**src/rtl/gray_mon_pkg.sv**
```systemverilog
// gray_mon_pkg -- shared types and helpers for gray_decode_monitor.
//   gray_mon_state_e : monitor FSM states (PRIME, TRACK, FAULT)
//   popcount()       : number of set bits in a GRAY_MAX_W-wide vector
//   gray2bin()       : Gray-to-binary decode of the low 'width' bits
// Callers zero-extend narrower vectors to gray_w_t before calling.
package gray_mon_pkg;

   localparam int unsigned GRAY_MAX_W = 32;

   typedef logic [GRAY_MAX_W-1:0] gray_w_t;
   typedef logic [5:0]            pop_t;

   typedef enum logic [1:0] {
      ST_PRIME = 2'd0,
      ST_TRACK = 2'd1,
      ST_FAULT = 2'd2
   } gray_mon_state_e;

   function automatic pop_t popcount(input gray_w_t v);
      pop_t cnt;
      cnt = '0;
      for (int unsigned i = 0; i < GRAY_MAX_W; i++) begin
         cnt = cnt + pop_t'(v[i]);
      end
      return cnt;
   endfunction

   // b[i] is the XOR of g[width-1:i]; bits at or above width stay 0.
   function automatic gray_w_t gray2bin(input gray_w_t g, input int unsigned width);
      gray_w_t b;
      b = '0;
      for (int unsigned i = 0; i < GRAY_MAX_W; i++) begin
         if (i < width) begin
            b[i] = ^(g >> i);
         end
      end
      return b;
   endfunction

endpackage

```
**src/rtl/gray_decode_monitor_sync.sv**
```systemverilog
// gray_sync -- plain STAGES-deep flop chain bringing a Gray bus into clk.
//   clk   : rising-edge clock
//   rst   : asynchronous active-high reset, clears every stage
//   d_in  : WIDTH-bit input, may be asynchronous to clk
//   d_out : last stage of the chain
module gray_sync #(
   parameter int unsigned WIDTH  = 10,
   parameter int unsigned STAGES = 2
) (
   input  logic             clk,
   input  logic             rst,
   input  logic [WIDTH-1:0] d_in,
   output logic [WIDTH-1:0] d_out
);

   logic [WIDTH-1:0] sync_q [STAGES];
   logic [WIDTH-1:0] sync_d [STAGES];

   always_comb begin
      sync_d[0] = d_in;
      for (int unsigned i = 1; i < STAGES; i++) begin
         sync_d[i] = sync_q[i-1];
      end
   end

   always_ff @(posedge clk or posedge rst) begin
      if (rst) begin
         for (int unsigned i = 0; i < STAGES; i++) begin
            sync_q[i] <= '0;
         end
      end else begin
         for (int unsigned i = 0; i < STAGES; i++) begin
            sync_q[i] <= sync_d[i];
         end
      end
   end

   assign d_out = sync_q[STAGES-1];

endmodule

```
**src/rtl/gray_decode_monitor.sv**
```systemverilog
// gray_decode_monitor -- synchronizes a Gray count, decodes it to binary and
// watches for illegal (multi-bit) Gray steps and binary wraps.
//   clk        : rising-edge clock
//   rst        : asynchronous active-high reset
//   gray_in    : CBITS Gray count from upstream, possibly asynchronous
//   err_clr    : single-cycle request to leave FAULT
//   bin_out    : registered binary decode, SYNC_STAGES+1 cycles after gray_in
//   bin_valid  : high in TRACK only
//   wrap_pulse : one-cycle pulse on the all-ones -> 0 binary wrap (TRACK only)
//   wrap_cnt   : saturating 16-bit wrap count
//   step_err   : one-cycle pulse on a Gray step with Hamming distance > 1
//   err_sticky : high while in FAULT
// Build option: GRAY_MON_WRAP_CNT_EN builds the wrap counter; without it
// wrap_cnt is tied to 0. SYNC_STAGES must be at least 2.
module gray_decode_monitor
   import gray_mon_pkg::*;
#(
   parameter int unsigned CBITS       = 10,
   parameter int unsigned SYNC_STAGES = 2
) (
   input  logic             clk,
   input  logic             rst,
   input  logic [CBITS-1:0] gray_in,
   input  logic             err_clr,
   output logic [CBITS-1:0] bin_out,
   output logic             bin_valid,
   output logic             wrap_pulse,
   output logic [15:0]      wrap_cnt,
   output logic             step_err,
   output logic             err_sticky
);

   localparam int unsigned PRIME_W = $clog2(SYNC_STAGES + 1);
   localparam logic [PRIME_W-1:0] PRIME_LAST = PRIME_W'(SYNC_STAGES);

   logic [CBITS-1:0]   sync_s;
   gray_mon_state_e    state_q, state_d;
   logic [PRIME_W-1:0] cnt_q, cnt_d;
   logic [CBITS-1:0]   p_q, p_d;
   logic [CBITS-1:0]   bin_q, bin_d;
   logic               step_q, step_d;
   logic               wrap_q, wrap_d;
   pop_t               hd;

   gray_sync #(
      .WIDTH  (CBITS),
      .STAGES (SYNC_STAGES)
   ) u_sync (
      .clk   (clk),
      .rst   (rst),
      .d_in  (gray_in),
      .d_out (sync_s)
   );

   // bin_q always equals gray2bin(p_q), so comparing bin_q with bin_d
   // is the same as comparing the previous and current synchronized samples.
   always_comb begin
      state_d = state_q;
      cnt_d   = '0;
      step_d  = 1'b0;
      wrap_d  = 1'b0;
      p_d     = sync_s;
      bin_d   = CBITS'(gray2bin(gray_w_t'(sync_s), CBITS));
      hd      = popcount(gray_w_t'(sync_s ^ p_q));

      case (state_q)
         ST_PRIME: begin
            if (cnt_q == PRIME_LAST) begin
               state_d = ST_TRACK;
            end else begin
               cnt_d = cnt_q + PRIME_W'(1);
            end
         end
         ST_TRACK: begin
            // A step error takes priority over any wrap on the same edge.
            if (hd > pop_t'(1)) begin
               step_d  = 1'b1;
               state_d = ST_FAULT;
            end else if ((bin_q == '1) && (bin_d == '0)) begin
               wrap_d = 1'b1;
            end
         end
         ST_FAULT: begin
            if (err_clr) begin
               state_d = ST_PRIME;
            end
         end
         default: begin
            state_d = ST_PRIME;
         end
      endcase
   end

   always_ff @(posedge clk or posedge rst) begin
      if (rst) begin
         state_q <= ST_PRIME;
         cnt_q   <= '0;
         p_q     <= '0;
         bin_q   <= '0;
         step_q  <= 1'b0;
         wrap_q  <= 1'b0;
      end else begin
         state_q <= state_d;
         cnt_q   <= cnt_d;
         p_q     <= p_d;
         bin_q   <= bin_d;
         step_q  <= step_d;
         wrap_q  <= wrap_d;
      end
   end

`ifdef GRAY_MON_WRAP_CNT_EN
   logic [15:0] wrap_cnt_q, wrap_cnt_d;

   // Counts on the same edge that raises wrap_pulse; sticks at 16'hFFFF.
   always_comb begin
      wrap_cnt_d = wrap_cnt_q;
      if (wrap_d && (wrap_cnt_q != '1)) begin
         wrap_cnt_d = wrap_cnt_q + 16'd1;
      end
   end

   always_ff @(posedge clk or posedge rst) begin
      if (rst) begin
         wrap_cnt_q <= '0;
      end else begin
         wrap_cnt_q <= wrap_cnt_d;
      end
   end

   assign wrap_cnt = wrap_cnt_q;
`else
   assign wrap_cnt = '0;
`endif

   assign bin_out    = bin_q;
   assign bin_valid  = (state_q == ST_TRACK);
   assign err_sticky = (state_q == ST_FAULT);
   assign step_err   = step_q;
   assign wrap_pulse = wrap_q;

endmodule

```
**config.mk**
```make
export PLATFORM = sky130hd
export DESIGN_NAME = gray_decode_monitor
export DESIGN_NICKNAME = d
export VERILOG_FILES = /design/src/rtl/gray_mon_pkg.sv /design/src/rtl/gray_decode_monitor_sync.sv /design/src/rtl/gray_decode_monitor.sv
export SDC_FILE = /design/constraint.sdc
export NUM_CORES = 1
export LEC_CHECK = 0
export ABC_AREA = 1
export ABC_CLOCK_PERIOD_IN_PS = 4400
export BUFFER_PORTS_ARGS = -buffer_cell sky130_fd_sc_hd__buf_4
export CAP_MARGIN = 20
export CORE_MARGIN = 1.5
export CORE_UTILIZATION = 30
export DETAILED_ROUTE_END_ITERATION = 6
export PLACE_DENSITY = 0.5
export SLEW_MARGIN = 20
export SYNTH_ARGS = -nofsm -noshare
export SYNTH_HDL_FRONTEND = slang
export SYNTH_SLANG_ARGS = --single-unit
```
**constraint.sdc**
```tcl
create_clock -name clk -period 4.4 [get_ports clk]
set_input_delay 0.88 -clock clk [delete_from_list [all_inputs] [get_ports clk]]
set_output_delay 0.88 -clock clk [all_outputs]
set_load 0.005 [all_outputs]
```
==> results.cfg <==
[status]
status = complete, no violations

[sta]
skew_ns = 0.00928
finalSetupTns_ns = 0
finalSetupViolations = 0
max_slew_margin_pct = 63.8
hold_violations = 0
fmax_mhz = 279
period_needed_ns = 3.59
rsz0062_at_grt = no
finalMaxSlewViolations = 0
post-route-period-util_pct = 81.5
worst_slew_pin_slew_ns = 0.542

[routing]
drtPass1Iterations = 4
routed_wirelength_mm = 3.06
final_antenna_net_count = 0
post_drt_via_cell_ratio = 3.67
post_drt_wl_per_cell_um = 9.40
vias = 1198
drtIter0Drc = 61
drc_errors = 0

[worst_setup_path]
crit_chain = xnor2_1 > fa_1 > inv_1 > fa_1 > inv_1 > fa_1 > inv_1 > ha_1 > inv_1 > fa_1 > o2111ai_1 > nand3_1 > o21ai_0
cp_max_fo = 6
max_stage_delay_ns = 0.53
startpoint_type = flip-flop
criticalPathCategory = reg -> reg
cp.arrival_ns = 3.81
endpoint_kind = flip-flop
rr_worst_depth = 13
cp.required_ns = 4.62
slowest_stage = fa_1
r2r_slack_ns = 0.81
timing.rr.end = state_q[1]
worstReg2RegStart = u_sync.d_out[3]

[global_route]
busiest_layer = met2
grt_util_met1_pct = 12.4
grt_pass1_vias = 1089
grt_max_degree = 46
grt-ovfl-total = 0
antenna_found_initial = 0
grt_usage_pct = 9.01
grt_util_met2_pct = 13.2
grt_pass1_wl_mm = 5.06
grt_util_met3_pct = 3.14

[synth]
yosysWarnings = 0
synth-seq-area-share_pct = 53.6
synth_area_um2 = 2100
ys_types = 21
ys.flop_type = dfrtp_1
synthCells = 202
synth.avg_cell_area_um2 = 10.4
yosys-top-cells-count = dfrtp_1, nand2_1, inv_1, buf_4
synth_area_leaders = dfrtp_1, buf_4, nand2_1
synth_edf_count = 0
yosysMostFrequentCell = dfrtp_1
synth.top_cell.area_share_pct = 53.6
synth_top_area_cell = dfrtp_1
synth_seq_cells = 45
async_reset_ff_share_pct = 100

[layout]
nets = 252
syn_to_final_growth_pct = 14.4
drive_above_1_share_pct = 21.7
num_antenna_cells = 0

[pwr]
pwr-share-clk_pct = 24.6
p_int_uw = 689
switchingPower_uw = 321
swShare_pct = 31.8
irDropWorstVdd_mv = 0.158
powerDensity_nw_per_um2 = 420
leakagePower_nw = 1.22
p_seq_share_pct = 48.2
power_frac_comb_pct = 27.2
design_power_total_mw = 1.01

[floorplanning]
die_x_um = 86.7
core_um2 = 6790
die_h_um = 86.7
ioPinCount = 43
die-area_um2 = 7520
start_util_pct = 30.9
rows = 30

[clock_tree]
cts_buffers = 5
postCtsSetupRepairBufs = 0
holdBufCountCts = 0
clock-sinks = 45
htreeDepth = 2
clk_pin_slew_ns = 0.09
clk_latency_ns = 0.30
cts_root_buf = clkbuf_8
cts_tree = built
cts-resized-gates = 0
clock_tree.buffer_depth = 2

[worst_hold_path]
holdPathEnd = u_sync.d_out[2]
hold_depth = 0
hp-start = u_sync.sync_d[2]
min_path_type = reg -> reg

[place]
routabilityCongestion = 0.757
io_buffer_count = 26
hpwl_mm = 2.40

[job]
cap_violations = 0
==> flip-flops by register name, indices dropped and copies added (netlist names) <==
signal         count
cnt_q              2
bin_out           10
state_q            2
p_q                9
step_err           1
u_sync.sync_d     10
u_sync.d_out      10
wrap_pulse         1
==> how the worst max path moves through the flow <==
stage                    startpoint          to  slack, ns  cells after the start
floorplan           u_sync.d_out[3]  wrap_pulse       0.99                     18
global placement    u_sync.d_out[3]  wrap_pulse       0.88                     17
detailed placement  u_sync.d_out[3]  state_q[1]       0.83                     13
CTS                 u_sync.d_out[3]  wrap_pulse       0.79                     17
global route        u_sync.d_out[0]  wrap_pulse       0.54                     17
finish              u_sync.d_out[3]  state_q[1]       0.81                     13
==> cells by family (layout without fill, tap and decap cells) <==
kind of cell	count (synthesis)	after routing	synth area share (%)
AO/OA/AOI/OAI	3	3	0.893
XOR/XNOR	21	21	9.11
adder cells (fa/ha/maj)	9	9	7.50
buffers and inverters	53	66	13.4
flip-flops	45	45	53.6
other	1	16	0.178
AND/OR/NAND/NOR	70	70	15.4
==> worst max-delay path: cells and delay by family (launching register included) <==
family,cells,cell delay [ns]
flops,1,0.49
buf+inv,4,0.21
xor+xnor,1,0.18
compound gates,2,0.47
fa+ha+maj,5,2.02
simple gates,1,0.14
==> cell usage in the layout, fill, tap and decap left out, types with 2 or more instances in the layout <==
cell type and instances:
inv_2 2, fa_1 6, conb_1 16, nor3_1 2, xnor2_1 10, nand4_1 2, clkbuf_8 5, ha_1 3
buf_4 27, nand3_2 3, dfrtp_1 45, o21ai_0 2, nor2_1 10, xor2_1 10, nand2_1 36, inv_1 29
nand3_1 7, nand2_2 9
==> layout make-up <==
type | count | area (µm²)
fill | 711 | 4390
sequential | 45 | 1130
timing repair buffer | 27 | 203
clock buffer | 5 | 68.8
multi-input combinational | 119 | 751
tap | 96 | 120
inverter | 32 | 120
clock inverter | 2 | 16.3
==> power groups by stage <==
stage	Combinational, mW	Clock, mW	Sequential (mW)
global placement	0.269	0	0.494
global route	0.322	0.279	0.492
CTS	0.281	0.261	0.487
floorplan	0.208	0	0.489
detailed placement	0.281	0	0.496
finish	0.274	0.249	0.487
==> stage by stage <==
stage          hold WS [ns]  utilization, %  instance area [µm²]  setup WS [ns]  std cells
6_report              0.351            35.4                 2400          0.813        326
5_1_grt               0.360            35.4                 2400          0.543        326
4_1_cts               0.356            35.4                 2400          0.788        326
3_5_place_dp          0.335            34.1                 2320          0.825        319
3_3_place_gp          0.331            34.1                 2320          0.880        319
2_1_floorplan         0.331               -                 2160          0.987        217
==> per-layer routing <==
| layer | vias up | part of all wire (%) |
|---|---|---|
| met4 | 0 | 1.2 |
| li1 | 618 | - |
| met5 | - | 0 |
| met3 | 5 | 4.9 |
| met1 | 543 | 49 |
| met2 | 32 | 45 |
No activity file was read; power rests on OpenSTA's default activity.
